===== src/rtl/hazard_pkg.sv =====
// rtl/hazard_pkg.sv - shared types, constants and forwarding helper for the hazard controller
package hazard_pkg;

  typedef enum logic [1:0] {
    FWD_RF = 2'b00,
    FWD_W  = 2'b01,
    FWD_M  = 2'b10
  } fwd_sel_t;

  typedef enum logic [1:0] {
    IDLE = 2'b00,
    BUSY = 2'b01,
    DONE = 2'b10
  } mc_state_t;

  localparam logic [3:0] PC_REG = 4'd15;

  // Memory stage result is newer than writeback, so it wins; R15 is read from the PC path, never forwarded.
  function automatic fwd_sel_t fwd_select(
    input logic       rw_m,
    input logic [3:0] rd_m,
    input logic       rw_w,
    input logic [3:0] rd_w,
    input logic [3:0] ra
  );
    if (rw_m && (ra == rd_m) && (ra != PC_REG)) begin
      return FWD_M;
    end
    if (rw_w && (ra == rd_w) && (ra != PC_REG)) begin
      return FWD_W;
    end
    return FWD_RF;
  endfunction

endpackage


===== src/rtl/mc_sequencer.sv =====
// rtl/mc_sequencer.sv - holds Exec for a multicycle op for exactly MC_LAT cycles
module mc_sequencer
  import hazard_pkg::*;
#(
  parameter int MC_LAT = 3
) (
  input  logic clk,
  input  logic reset,
  input  logic MCStartE,
  output logic MCBusy,
  output logic MCDoneE
);

  // Busy cycles are the start cycle plus (MC_LAT-2) BUSY cycles; DONE adds the last one.
  localparam logic [3:0] LOAD = 4'(MC_LAT - 2);

  mc_state_t  r_state;
  mc_state_t  w_state_nxt;
  logic [3:0] r_cnt;
  logic [3:0] w_cnt_nxt;

  // State and down-counter registers.
  always_ff @(posedge clk) begin
    if (reset) begin
      r_state <= IDLE;
      r_cnt   <= 4'd0;
    end else begin
      r_state <= w_state_nxt;
      r_cnt   <= w_cnt_nxt;
    end
  end

  // Next-state, counter update and status outputs.
  always_comb begin
    w_state_nxt = r_state;
    w_cnt_nxt   = r_cnt;
    MCBusy      = 1'b0;
    MCDoneE     = 1'b0;
    case (r_state)
      IDLE: begin
        if (MCStartE) begin
          MCBusy      = 1'b1;
          w_cnt_nxt   = LOAD;
          w_state_nxt = (LOAD == 4'd0) ? DONE : BUSY;
        end
      end
      BUSY: begin
        MCBusy = 1'b1;
        if (r_cnt <= 4'd1) begin
          w_cnt_nxt   = 4'd0;
          w_state_nxt = DONE;
        end else begin
          w_cnt_nxt = r_cnt - 4'd1;
        end
      end
      DONE: begin
        MCDoneE     = 1'b1;
        w_state_nxt = IDLE;
      end
      default: begin
        w_state_nxt = IDLE;
        w_cnt_nxt   = 4'd0;
      end
    endcase
  end

endmodule


===== src/rtl/hazard_ctrl.sv =====
// rtl/hazard_ctrl.sv - forwarding selects, stall/flush lines and stall-cycle counter
module hazard_ctrl
  import hazard_pkg::*;
#(
  parameter int MC_LAT = 3,
  parameter int CNT_W  = 16
) (
  input  logic             clk,
  input  logic             reset,
  input  logic [3:0]       RA1D,
  input  logic [3:0]       RA2D,
  input  logic [3:0]       RA1E,
  input  logic [3:0]       RA2E,
  input  logic [3:0]       RdE,
  input  logic [3:0]       RdM,
  input  logic [3:0]       RdW,
  input  logic             RegWriteM,
  input  logic             RegWriteW,
  input  logic             MemtoRegE,
  input  logic             PCWrPendingF,
  input  logic             PCSrcW,
  input  logic             BranchTakenE,
  input  logic             MCStartE,
  output logic [1:0]       forwardAE,
  output logic [1:0]       forwardBE,
  output logic             StallF,
  output logic             StallD,
  output logic             StallE,
  output logic             FlushD,
  output logic             FlushE,
  output logic             MCBusy,
  output logic             MCDoneE,
  output logic [CNT_W-1:0] StallCycles
);

  logic             w_mc_start;
  logic             w_mc_busy;
  logic             w_mc_done;
  logic             w_ldr_stall;
  logic             w_mc_stall;
  logic [CNT_W-1:0] r_stall_cnt;

  // A taken branch owns the Exec slot, so it suppresses a simultaneous multicycle start.
  assign w_mc_start  = MCStartE & ~BranchTakenE;
  assign w_ldr_stall = MemtoRegE & ((RA1D == RdE) | (RA2D == RdE));
  assign w_mc_stall  = w_mc_busy;

  mc_sequencer #(
    .MC_LAT (MC_LAT)
  ) u_mc_seq (
    .clk      (clk),
    .reset    (reset),
    .MCStartE (w_mc_start),
    .MCBusy   (w_mc_busy),
    .MCDoneE  (w_mc_done)
  );

  // Forwarding and stall/flush outputs; reset forces bubbles into D and E.
  always_comb begin
    forwardAE = FWD_RF;
    forwardBE = FWD_RF;
    StallF    = 1'b0;
    StallD    = 1'b0;
    StallE    = 1'b0;
    FlushD    = 1'b1;
    FlushE    = 1'b1;
    MCBusy    = 1'b0;
    MCDoneE   = 1'b0;
    if (!reset) begin
      forwardAE = fwd_select(RegWriteM, RdM, RegWriteW, RdW, RA1E);
      forwardBE = fwd_select(RegWriteM, RdM, RegWriteW, RdW, RA2E);
      StallF    = w_ldr_stall | PCWrPendingF | w_mc_stall;
      StallD    = w_ldr_stall | w_mc_stall;
      StallE    = w_mc_stall;
      FlushE    = (w_ldr_stall | BranchTakenE) & ~w_mc_stall;
      FlushD    = PCWrPendingF | PCSrcW | BranchTakenE;
      MCBusy    = w_mc_busy;
      MCDoneE   = w_mc_done;
    end
  end

  // Saturating count of fetch-stall cycles.
  always_ff @(posedge clk) begin
    if (reset) begin
      r_stall_cnt <= '0;
    end else if (StallF && (r_stall_cnt != {CNT_W{1'b1}})) begin
      r_stall_cnt <= r_stall_cnt + 1'b1;
    end
  end

  assign StallCycles = r_stall_cnt;

  // Illegal event combinations: branch with multicycle start, PC redirect while Exec is held.
  always_ff @(posedge clk) begin
    if (!reset) begin
      assert (!(BranchTakenE && MCStartE));
      assert (!(w_mc_busy && !w_mc_start && (PCSrcW || BranchTakenE)));
    end
  end

endmodule


===== config.mk =====
export PLATFORM = sky130hd
export DESIGN_NAME = hazard_ctrl
export DESIGN_NICKNAME = d
export VERILOG_FILES = /design/src/rtl/hazard_pkg.sv /design/src/rtl/mc_sequencer.sv /design/src/rtl/hazard_ctrl.sv
export SDC_FILE = /design/constraint.sdc
export NUM_CORES = 1
export LEC_CHECK = 0
export CAP_MARGIN = 20
export CORE_MARGIN = 3
export CORE_UTILIZATION = 39
export CTS_CLUSTER_DIAMETER = 100
export CTS_CLUSTER_SIZE = 10
export DETAILED_ROUTE_END_ITERATION = 8
export PLACE_DENSITY_LB_ADDON = 0.3
export SYNTH_ARGS = -nofsm -noshare
export SYNTH_HDL_FRONTEND = slang
export SYNTH_HIERARCHICAL = 1
export SYNTH_SLANG_ARGS = --single-unit

===== constraint.sdc =====
create_clock -name clk -period 2.1 [get_ports clk]
set_input_delay 0.42 -clock clk [delete_from_list [all_inputs] [get_ports clk]]
set_output_delay 0.42 -clock clk [all_outputs]
set_load 0.03 [all_outputs]

* Word level (Yosys, flattened, before mapping) *
Cells that the tools add are included.

operators by class
  equality and inequality tests = 13
  order comparisons = 1
  mux-type cells = 35
  $add $sub $neg = 2
  bitwise operators = 13
  reduce and logical (&&, ||, !) cells = 12

operator list
  kind                                                                      count
  4-bit == test                                                             6
  2-bit 2-to-1 mux                                                          12
  1-bit 2-to-1 mux                                                          18
  16-bit by 1-bit adder with 16-bit output (second input constant)          1
  16-bit inequality test (second input constant)                            1
  4-bit case mux with 3 select lines                                        1
  1-bit logical AND                                                         9
  4-bit 2-to-1 mux                                                          2
  4-bit inequality test (second input constant)                             2
  1-bit bitwise OR                                                          7
  4-bit by 1-bit <= comparator with 1-bit output (second input constant)    1
  2-bit by 1-bit inequality test with 1-bit output (second input constant)  2
  2-bit case mux with 2 select lines                                        1
  2-bit AND reduction                                                       2
  4-bit by 1-bit subtractor with 4-bit output (second input constant)       1
  1-bit AND                                                                 3
  1-bit NOT                                                                 3
  2-bit by 1-bit == test with 1-bit output (second input constant)          1
  2-bit == test (second input constant)                                     1
  2-bit zero test                                                           1
  1-bit case mux with 2 select lines                                        1

word-level totals
  bits of input ports = 37
  output and inout port bits = 27
  register bits = 22
  logic and storage cells = 79

* Longest topological paths before layout *
Gate-level depths: netlist (run 1).

  word-level depth = 10
  gate-level depth with buffers = 8
  mapped depth without buffers = 7

* Hierarchy *
The synthesis (run 1) kept the hierarchy.

modules (own cells, without submodules)
  module        area each (µm²)  instances  cells each  seq. area each (µm²)
  hazard_ctrl   1227.4           1          153         320.3
  mc_sequencer  337.8            1          36          120.1

* Worst setup path after synthesis (run 1) *
OpenSTA, ideal clock, no wires.

  kind = input to output
  from = input reset
  to = output forwardAE[0]
  required time = 1680 ps
  buffers on the path = 1
  arrival = 1721 ps
  stages on the path = 4
  slack = -41 ps
  path through = clkbuf_1 > nand2b_1 > nor4_1 > nor3b_1

between the ends
  cells in the longest elaborated chain, start to end = 1

ends and longest elaborated chain
  item              line               RTL
  start, declared   hazard_ctrl.sv:9   input logic reset,
  2-bit 2-to-1 mux  hazard_ctrl.sv:69  if (!reset) begin
  end, declared     hazard_ctrl.sv:24  output logic [1:0] forwardAE,

No other way between the ends.

* Final worst setup path (run 1) *
  from = input RdE[1]
  to = output StallF

between the ends
  cells in the longest elaborated chain, start to end = 6
  elaborated cells between the ends (all ways) = 7
  classes of those cells = eq/ne: 2; mux: 1; bitwise: 4

ends and longest elaborated chain
  item                             line               RTL
  start, declared                  hazard_ctrl.sv:14  input logic [3:0] RdE,
  4-bit == test                    hazard_ctrl.sv:45  assign w_ldr_stall = MemtoRegE & ((RA1D == RdE) | (RA2D == RdE));
  1-bit bitwise OR *               hazard_ctrl.sv:45
  1-bit AND *                      hazard_ctrl.sv:45
  1-bit bitwise OR * (2 in a row)  hazard_ctrl.sv:72  StallF = w_ldr_stall | PCWrPendingF | w_mc_stall;
  1-bit 2-to-1 mux *               hazard_ctrl.sv:69
  end, declared                    hazard_ctrl.sv:26  output logic StallF,

Mark *: on every way between the ends. The rest lies on a longest branch, timed or not.

==> results of run 1 <==
==> repair_timing <==
| action | in CTS | in global routing |
|---|---|---|
| pin swaps | 19 | 10 |
| setup endpoints to repair | 20 | 9 |
| buffers inserted | 3 | 3 |
| gates resized for setup | 41 | 8 |
| hold buffers | 0 | 0 |
==> sequential cells by signal, summed over array words and instances (netlist names) <==
name and cells:
StallCycles 16, u_mc_seq/r_cnt 4, u_mc_seq/r_state 2
==> power groups by stage <==
stage / clock network, µW / registers [µW] / logic, µW
global route: 412 / 445 / 392
floorplan: 0 / 471 / 149
detailed placement: 0 / 451 / 351
CTS: 398 / 442 / 351
finish: 392 / 443 / 361
global placement: 0 / 451 / 346
==> layout by cell type (no fill, tap or decap), types with 2 or more instances in the layout <==
cell             instances
or2_4                    2
inv_1                    8
o311ai_0                 2
or3_1                    3
nor2b_4                  2
buf_4                   41
o31ai_1                  3
dlygate4sd2_1           21
a21oi_1                 14
and3_1                   2
nand3_1                 11
nor2b_1                  6
a31oi_1                  3
a311oi_1                 2
o21ai_0                 10
buf_6                    3
nor2_1                   9
or3_2                    4
nand2_1                  4
nand3b_1                 3
xor2_1                   9
clkbuf_8                 3
nor4_1                   3
or4_2                    3
o311ai_1                 2
nor3_1                   4
nand4_1                  7
and3b_2                  2
clkdlybuf4s15_1          6
xnor2_1                 12
mux2_2                   2
ha_1                     3
nand2b_1                 2
clkdlybuf4s50_1         24
and2_1                   2
dfxtp_1                 21
==> cell families (layout without fill, tap and decap cells) <==
family                     after synthesis  in the layout  share of synthesized area
DFF                                     22             22                      0.281
muxes                                    3              3                     0.0208
AOI/OAI and AO/OA                       44             44                      0.184
adders and majority gates                3              3                     0.0240
xor gates and xnor gates                21             21                      0.118
and+or+nand+nor                         80             80                      0.322
buffers and inverters                   16            109                     0.0504
==> metal layers <==
| layer | global-route usage | vias to the layer above |
|---|---|---|
| li1 | - | 883 |
| met1 | 0.197 | 792 |
| met2 | 0.302 | 58 |
| met3 | 0.0536 | 0 |
| met4 | 0.0195 | 0 |
| met5 | 0 | - |
==> worst paths after layout <==
check,startpoint,endpoint
worst max-delay path,RdE[1],StallF
worst min-delay path,u_mc_seq/r_state[1],u_mc_seq/r_state[0]
worst max register to register,StallCycles[4],StallCycles[0]
worst min register to register,u_mc_seq/r_state[1],u_mc_seq/r_state[0]
==> stage by stage <==
stage	worst slack [ps]	TNS, ps	utilization	cell area, µm²	hold slack [ps]
after floorplan	0.105	0	-	1580	444
after global routing	-61.3	-119	0.675	2550	545
after global placement	-383	-6000	0.638	2410	482
after detailed placement	-400	-6610	0.638	2410	488
after CTS	1.28	0	0.663	2500	491
final	38.5	0	0.675	2550	508
==> layout make-up <==
type	count	area share
well taps	48	0.0236
clock inverters	1	0.0118
repair buffers	97	0.334
inverters	8	0.0118
clock buffers	3	0.0162
flip-flops and latches	22	0.173
multi-input cells	151	0.429
==> summary.txt, run 1 <==
Route
  – Iteration-0 DRC Markers: 112
  – Highest routed layer: met3
  – Detailed Routing Iterations Pass 1: 4
  – Wire per inst: 12.5 µm
  – Via count: 1,733
  – Drt drc: 0
  – Final WL: between 4000 and 5000 µm
  – Routed length on met1: between 1500 and 2000 µm
  – WL met2: 2040 µm
  – Routed wl met3: 336 µm
  – Via/cell ratio: 5.25
  – DRT antenna net count: 0

Logic synthesis
  – Post-synth EDFFs: 0
  – Synth warn: 6
  – Mapped Nets: 229
  – Top-area cell type share of the netlist area: 0.281
  – Mapped Area: ~0.0016 mm²
  – Dominant cell type by area after synthesis: dfxtp_1
  – Post-synthesis cell count: 189
  – Count leader, synth: dfxtp_1
  – Syn avg cell area: 8.28 µm²
  – Register area share after synthesis: 0.281
  – Ys async rst share: 0
  – Top_reg_cell synth: dfxtp_1
  – Top post-synthesis cells by area: dfxtp_1 28%, xnor2_1 6.7%, xor2_1 5.0%, a21oi_1 4.5%, nand3_1 3.5%
  – Commonest cells in the synthesized netlist: 22 x dfxtp_1, 14 x a21oi_1, 12 x xnor2_1, 11 x nand3_1, 11 x nor2_1
  – Yosys cell types: 50
  – Register bit count reported by yosys: 22

Pwr
  – Comb power frac: 0.302
  – Internal: 879 µW
  – Psw: 317 µW
  – Total power: 1200 µW
  – Leak: 0.00103 µW
  – P per Cell Area: 470 mW/mm²
  – Clk pwr share: 0.328
  – Maximum vdd drop: 0.314 mV
  – Sw Ratio: 0.265
  – Flop pwr share: 0.370

Clock tree
  – Clock root buffer: clkbuf_8
  – CTS buffer count: 3
  – Worst skew pair latency: 260 ps
  – Clock Path Buffers: 2
  – CTS sink count: 22
  – CTS tree: yes
  – H-tree depth: 1
  – CTS clk-pin slew, worst paths: approximately 80 ps

Timing
  – Final setup fails: 0
  – Final hold viol count: 0
  – Minimum clock period: 2060 ps
  – Least-Margin Pin Slew: 361 ps
  – Worst rel slew slack: 0.757
  – Final Skew: 6.64 ps
  – Fin crit share: 0.982
  – Achievable clock frequency: 485 MHz
  – Pins Over Slew Limit: 0

Finish
  – Nets: 323
  – Layout fillers: 310
  – Final std cells w/o fill: 330
  – Area Overhead vs Synth: 62.7%
  – Area occupied by multi-input gates: around 0.0011 mm²
  – Layout cell share with drive strength beyond 1: 0.270
  – Sequential Area: about 440 µm²
  – # diodes: 0

Placement
  – GPL Wtd Cong: 0.790
  – Number of placed instances, taps included: 320
  – I/O Buffers: 63
  – Detail Placement HPWL: about 3300 µm

Die
  – Die area: 0.00481 mm²
  – Die H: 69.4 µm
  – Initial core utilization: 0.415
  – Total core area: around 0.0038 mm²
  – I/O Pins: 64
  – Die width: 69.4 µm
  – # rows: 22

Worst setup path
  – Crit path DAT: 1640 ps
  – Instance count on the critical path: 8
  – Setup Crit Path Kind: input pin to output port
  – Crit-path leading delay family: buffers and inverters
  – R2r setup slk: 160 ps
  – Crit Path Max Fanout: 2
  – Worst reg2reg path depth: 7
  – Crit path max-delay cell type: clkdlybuf4s15_1
  – Cell Chain, Critical Path: clkdlybuf4s15_1, xnor2_1, nand4_1, a21boi_2, buf_4, or2_4, nor2b_4, buf_6
  – CP startpoint kind: input pin
  – Crit path required time: 1680 ps
  – Buf/Inv on CP: 3
  – CP Capture Type: output port
  – Max incr delay on CP: 210 ps

Hold path
  – Hold path depth: 1
  – Hold Path Class: flip-flop to flip-flop

Global route
  – All-Layer GR Usage: 0.167
  – Total gr overflow: 0
  – Largest net degree at the start of global routing: 31
  – First-pass GRT wire length: a little under 7000 µm
  – Vias in the first global route: between 1,500 and 2,000
  – Initial antenna violation count: 0

Job
  – Maxcap violations: 0

Run status
  – Status: finished clean
Note: power is estimated with default switching activity, not from simulation.
==> run 2, diff against run 1 <==
--- a/config.mk
+++ b/config.mk
@@ -7,7 +7,8 @@
 export LEC_CHECK = 0
 export CAP_MARGIN = 20
 export CORE_MARGIN = 3
-export CORE_UTILIZATION = 39
+export CORE_UTILIZATION = 40
+export CTS_BUF_LIST = sky130_fd_sc_hd__clkbuf_4
 export CTS_CLUSTER_DIAMETER = 100
 export CTS_CLUSTER_SIZE = 10
 export DETAILED_ROUTE_END_ITERATION = 8
==> run 2 against run 1 <==
  * Sequential share of layout area rose by 0.24 points
  * Power fell by 16%
  * Register-to-register slack got worse by 20 ps
  * Worst hold slack got worse by 6.9 ps
  * Final area fell by 1.4%
  * Clock-buffer cell count did not move
  * Clock skew barely moved
  * Maximum frequency fell by 0.33%
  * Core utilization rose by 0.058 points
==> summary.txt, run 2 (synthesis gave the netlist of run 1 again) <==
Worst setup path
  – Crit path required time: 1680 ps
  – Worst flop-to-flop path endpoint: StallCycles[0]
  – R2r startpoint: StallCycles[7]
  – CP Capture Type: output port
  – Worst reg2reg path depth: 7
  – CP startpoint kind: input pin
  – R2r setup slk: around 140 ps
  – Crit Path Max Fanout: 3
  – Setup Crit Path Kind: input pin to output port
  – Crit path DAT: 1650 ps

Route
  – Via/cell ratio: 5.34
  – DRT antenna net count: 0
  – Iteration-0 DRC Markers: approximately 110
  – Drt drc: 0
  – Via count: 1,752
  – Final WL: 4300 µm
  – Detailed Routing Iterations Pass 1: 4
  – Wire per inst: 13.1 µm

Die
  – # rows: 22
  – Initial core utilization: 0.421
  – Die width: between 60 and 70 µm
  – Total core area: 0.00372 mm²
  – Die area: roughly 0.0047 mm²
  – Die H: 68.6 µm
  – I/O Pins: 64

Placement
  – DP Worst Slack: -396 ps
  – Number of placed instances, taps included: 320
  – GPL Wtd Cong: 0.818
  – I/O Buffers: 63
  – Detail Placement HPWL: 3240 µm

Pwr
  – Maximum vdd drop: 0.219 mV
  – Leak: roughly 0.0011 µW
  – P per Cell Area: roughly 400 mW/mm²

Global route
  – Vias in the first global route: 1,601
  – Total gr overflow: 0
  – All-Layer GR Usage: 0.182
  – Largest net degree at the start of global routing: 31
  – First-pass GRT wire length: just under 7000 µm
  – Initial antenna violation count: 0

Clock tree
  – CTS clk-pin slew, worst paths: 120 ps
  – CTS sink count: 22
  – Clock Path Buffers: 2
  – CTS tree: yes
  – H-tree depth: 1
  – CTS buffer count: 3
  – Worst skew pair latency: about 300 ps
  – Clock root buffer: clkbuf_4

Timing
  – Final setup fails: 0
  – Worst rel slew slack: 0.637
  – Setup TNS Final: 0 ps
  – Fin crit share: 0.985
  – Final hold viol count: 0
  – Minimum clock period: 2070 ps
  – Achievable clock frequency: 484 MHz
  – WHS: between 500 and 600 ps
  – Least-Margin Pin Slew: 542 ps
  – Final Skew: 6.66 ps
  – Setup slack after layout: 31.8 ps
  – Pins Over Slew Limit: 0

Finish
  – Layout cell share with drive strength beyond 1: 0.311
  – Layout Utilization: 0.676
  – Most common cell after layout, fill and taps aside: buf_4
  – Area Overhead vs Synth: 60.4%
  – Nets: 321
  – Max reg flops: 16
  – Final std cells w/o fill: 328
  – Most frequent cells in the layout: 39 x buf_4, 21 x dfxtp_1, 21 x clkdlybuf4s50_1
  – # diodes: 0

Job
  – Maxcap violations: 0

Hold path
  – Hold endpoint: StallCycles[7]
  – Hold Path Class: flip-flop to flip-flop
  – Min-Delay Startpoint: StallCycles[7]
  – Hold path depth: 2

Run status
  – Status: finished clean
[run 2: timing repair]
action,CTS,global route
pin swaps,20,18
resized for setup,49,26
setup buffers,3,1
hold buffers,0,0
endpoints found under the setup margin,17,13
endpoints found under the hold margin,0,0
[run 2: power by group]
part	switching (µW)	internal, µW
clock network	123	69.2
registers	15.1	431
logic	175	190
[run 2: routing by layer]
layer | up-vias | routed length [µm] | GRT usage
met5 | - | 0 | 0
met4 | 0 | 8 | 0.0174
met3 | 2 | 244 | 0.0486
met2 | 51 | 2290 | 0.334
met1 | 824 | 1760 | 0.219
li1 | 875 | - | -
[run 2: cell type report]
type	instances	area (µm²)
Clock inverter	1	3.75
Inverter	8	30.0
Timing Repair Buffer	95	815
Clock buffer	3	22.5
Fill cell	323	1200
Multi-Input combinational cell	151	1140
Sequential cell	22	442
Tap cell	48	60.1
[run 2: how the worst max path moves through the flow]
stage,startpoint,to,slack [ps],cells after the start
finish,MemtoRegE,StallF,30,6
global route,RA2D[1],FlushE,-40,8
CTS,RA1D[2],FlushE,1,8
detailed placement,BranchTakenE,StallCycles[0],-400,10
global placement,BranchTakenE,StallF,-370,8
floorplan,StallCycles[5],StallCycles[1],0.1,8
[run 2: per-stage QoR]
step	area, µm²	total power (µW)
after global routing	2510	1060
after CTS	2500	1010
after global placement	2410	797
after detailed placement	2410	805
final	2510	1000
after floorplan	1580	620
[run 2: worst max-delay path, stage by stage]
cell and delay, ps:
clkdlybuf4s50_1 410, a21boi_2 180, buf_4 130, or2_4 240
nor2b_4 120, buf_6 140
==> run 3, diff against run 2 <==
--- a/config.mk
+++ b/config.mk
@@ -6,7 +6,6 @@
 export NUM_CORES = 1
 export LEC_CHECK = 0
 export CAP_MARGIN = 20
-export CORE_MARGIN = 3
 export CORE_UTILIZATION = 40
 export CTS_BUF_LIST = sky130_fd_sc_hd__clkbuf_4
 export CTS_CLUSTER_DIAMETER = 100
==> constraint.sdc (replaced) <==
create_clock -name clk -period 2.1 [get_ports clk]
set_input_delay 0.315 -clock clk [delete_from_list [all_inputs] [get_ports clk]]
set_output_delay 0.315 -clock clk [all_outputs]
set_load 0.03 [all_outputs]
==> run 3 against run 2 <==
  * Critical endpoint is now FlushE
  * Maximum frequency up 1.8%
  * Cell count decreased by 4.0%
  * First-iteration DRC count shrank 50%
  * Die area decreased by 11%
  * Highest routed layer unchanged
  * Clock power grew 4%
  * Clock skew decreased by 4.5 ps
  * Flip-flop and latch count stayed put
  * Routed wire length fell by 8.3%
  * Power decreased by 2.2%
  * Combinational power fell by 7.4%
  * Non-clock buffer count fell by 13
  * Worst hold slack got worse by 96 ps
==> summary.txt, run 3 (synthesis gave the netlist of run 1 again) <==
Run status
  – Status: finished clean

Finish
  – Area Overhead vs Synth: 55.2%
  – Layout cell share with drive strength beyond 1: 0.221
  – # diodes: 0
  – Most frequent cells in the layout: 39 x clkdlybuf4s50_1, 28 x buf_4, 21 x dfxtp_1
  – Sequential Area: 442 µm²
  – Final Instance Area: 0.00243 mm²
  – Most common cell after layout, fill and taps aside: clkdlybuf4s50_1
  – Max reg flops: 16
  – Nets: just over 300
  – Area occupied by multi-input gates: 0.00109 mm²
  – Layout fillers: 335

Global route
  – M1 GR Usage: 0.208
  – Busiest grt layer: met2
  – M2 GR Usage: 0.387
  – First-pass GRT wire length: approximately 6600 µm
  – All-Layer GR Usage: 0.201
  – Met3 usage: 0.0335
  – Total gr overflow: 0
  – Initial antenna violation count: 0
  – Vias in the first global route: 1,623
  – Largest net degree at the start of global routing: 22

Timing
  – Fin crit share: 0.968
  – Final setup fails: 0
  – Setup slack after layout: 68.2 ps
  – Achievable clock frequency: 492 MHz
  – Pins Over Slew Limit: 0
  – Least-Margin Pin Slew: between 400 and 500 ps
  – Final hold viol count: 0
  – Final Skew: 2.12 ps
  – Minimum clock period: 2030 ps
  – Worst rel slew slack: 0.688
  – WHS: a little over 400 ps

Placement
  – I/O Buffers: 63
  – DP Worst Slack: -620 ps
  – GPL Wtd Cong: 0.752
  – Placed cell area: 0.00233 mm²
  – Detail Placement HPWL: 3140 µm

Route
  – Drt drc: 0
  – Iteration-0 DRC Markers: 53
  – Wire per inst: 12.5 µm
  – DRT antenna net count: 0
  – Via/cell ratio: about 5.3
  – Final WL: 3940 µm
  – Via count: 1,684
  – Detailed Routing Iterations Pass 1: 4

Die
  – Total core area: approximately 0.0037 mm²
  – Die width: 64.6 µm
  – # rows: 22
  – Initial core utilization: 0.421
  – I/O Pins: 64
  – Die H: 64.6 µm
  – Die area: 0.00417 mm²

Worst setup path
  – Setup Crit Path Kind: input pin to output port
  – CP startpoint kind: input pin
  – Crit path DAT: 1720 ps
  – Crit Path Max Fanout: 4
  – CP Capture Type: output port
  – Crit path required time: 1780 ps

Clock tree
  – Clock root buffer: clkbuf_4
  – Worst skew pair latency: between 300 and 400 ps
  – CTS sink count: 22
  – CTS clk-pin slew, worst paths: 120 ps
  – H-tree depth: 1
  – Hold-fix buffers at CTS: 0
  – Clock Path Buffers: 2
  – CTS tree: yes
  – CTS buffer count: 3

Pwr
  – P per Cell Area: ~400 mW/mm²
  – Maximum vdd drop: between 0.15 and 0.2 mV
  – Leak: 0.00100 µW

Job
  – Maxcap violations: 0

Hold path
  – Hold Path Class: input pin to flip-flop
==> run 3: cell types whose count changed in the layout (fill, tap and decap cells not counted), moves of 2 or more <==
cell / delta
buf_6: -2
buf_4: -11
xnor2_1: +2
xor2_2: -2
dlygate4sd2_1: -10
xor2_1: +2
xnor2_2: -2
clkdlybuf4s15_1: -5
clkbuf_2: -8
clkdlybuf4s50_1: +18
dlymetal6s2s_1: +7
==> run 3: per-layer routing <==
layer | up-vias | part of all wire | wire, µm
met3 | 5 | 0.057 | 223
met4 | 0 | 0.015 | 60
met2 | 58 | 0.51 | 2010
met5 | - | 0 | 0
met1 | 767 | 0.42 | 1650
li1 | 854 | - | -
==> run 3: report_power, final <==
| part | internal [µW] | switching, µW | total (µW) |
|---|---|---|---|
| clock | 69.7 | 131 | 201 |
| sequential | 431 | 11.7 | 443 |
| combinational | 180 | 158 | 338 |
==> run 3: through the flow <==
step / std cells / util / TNS [ps] / power [µW]
after CTS: 315 / 0.633 / -148 / 980
after global routing: 315 / 0.654 / -3.83 / 1030
after floorplan: 189 / - / 0 / 617
after global placement: 311 / 0.627 / -3740 / 777
final: 315 / 0.654 / 0 / 981
after detailed placement: 311 / 0.627 / -4290 / 783
==> run 3: cell type report <==
| class | instances | area share |
|---|---|---|
| inverters | 8 | 0.0124 |
| clock buffers | 3 | 0.00927 |
| multi-input cells | 151 | 0.448 |
| repair buffers | 82 | 0.323 |
| clock inverters | 1 | 0.00155 |
| well taps | 48 | 0.0247 |
| flip-flops and latches | 22 | 0.182 |
==> run 3: final timing paths <==
path | from | endpoint | slack (ps) | depth (start not counted)
max reg2reg | StallCycles[7] | StallCycles[0] | 180 | 7
max | RA1D[1] | FlushE | 70 | 8
min reg2reg | StallCycles[7] | StallCycles[7] | 520 | 2
min | BranchTakenE | u_mc_seq/r_state[0] | 400 | 4
==> run 3: what timing repair did <==
| action | 4_1_cts | 5_1_grt |
|---|---|---|
| gates resized for setup | 8 | 25 |
| pin swaps | 1 | 14 |
| buffers inserted | 0 | 0 |
| setup endpoints to repair | 2 | 14 |
==> run 3: worst max-delay path, stage by stage <==
cell	delay, ps
clkdlybuf4s50_1	470
xnor2_1	110
nand4_1	130
a21boi_2	190
buf_6	140
nor2_1	40
o21bai_1	130
buf_4	180
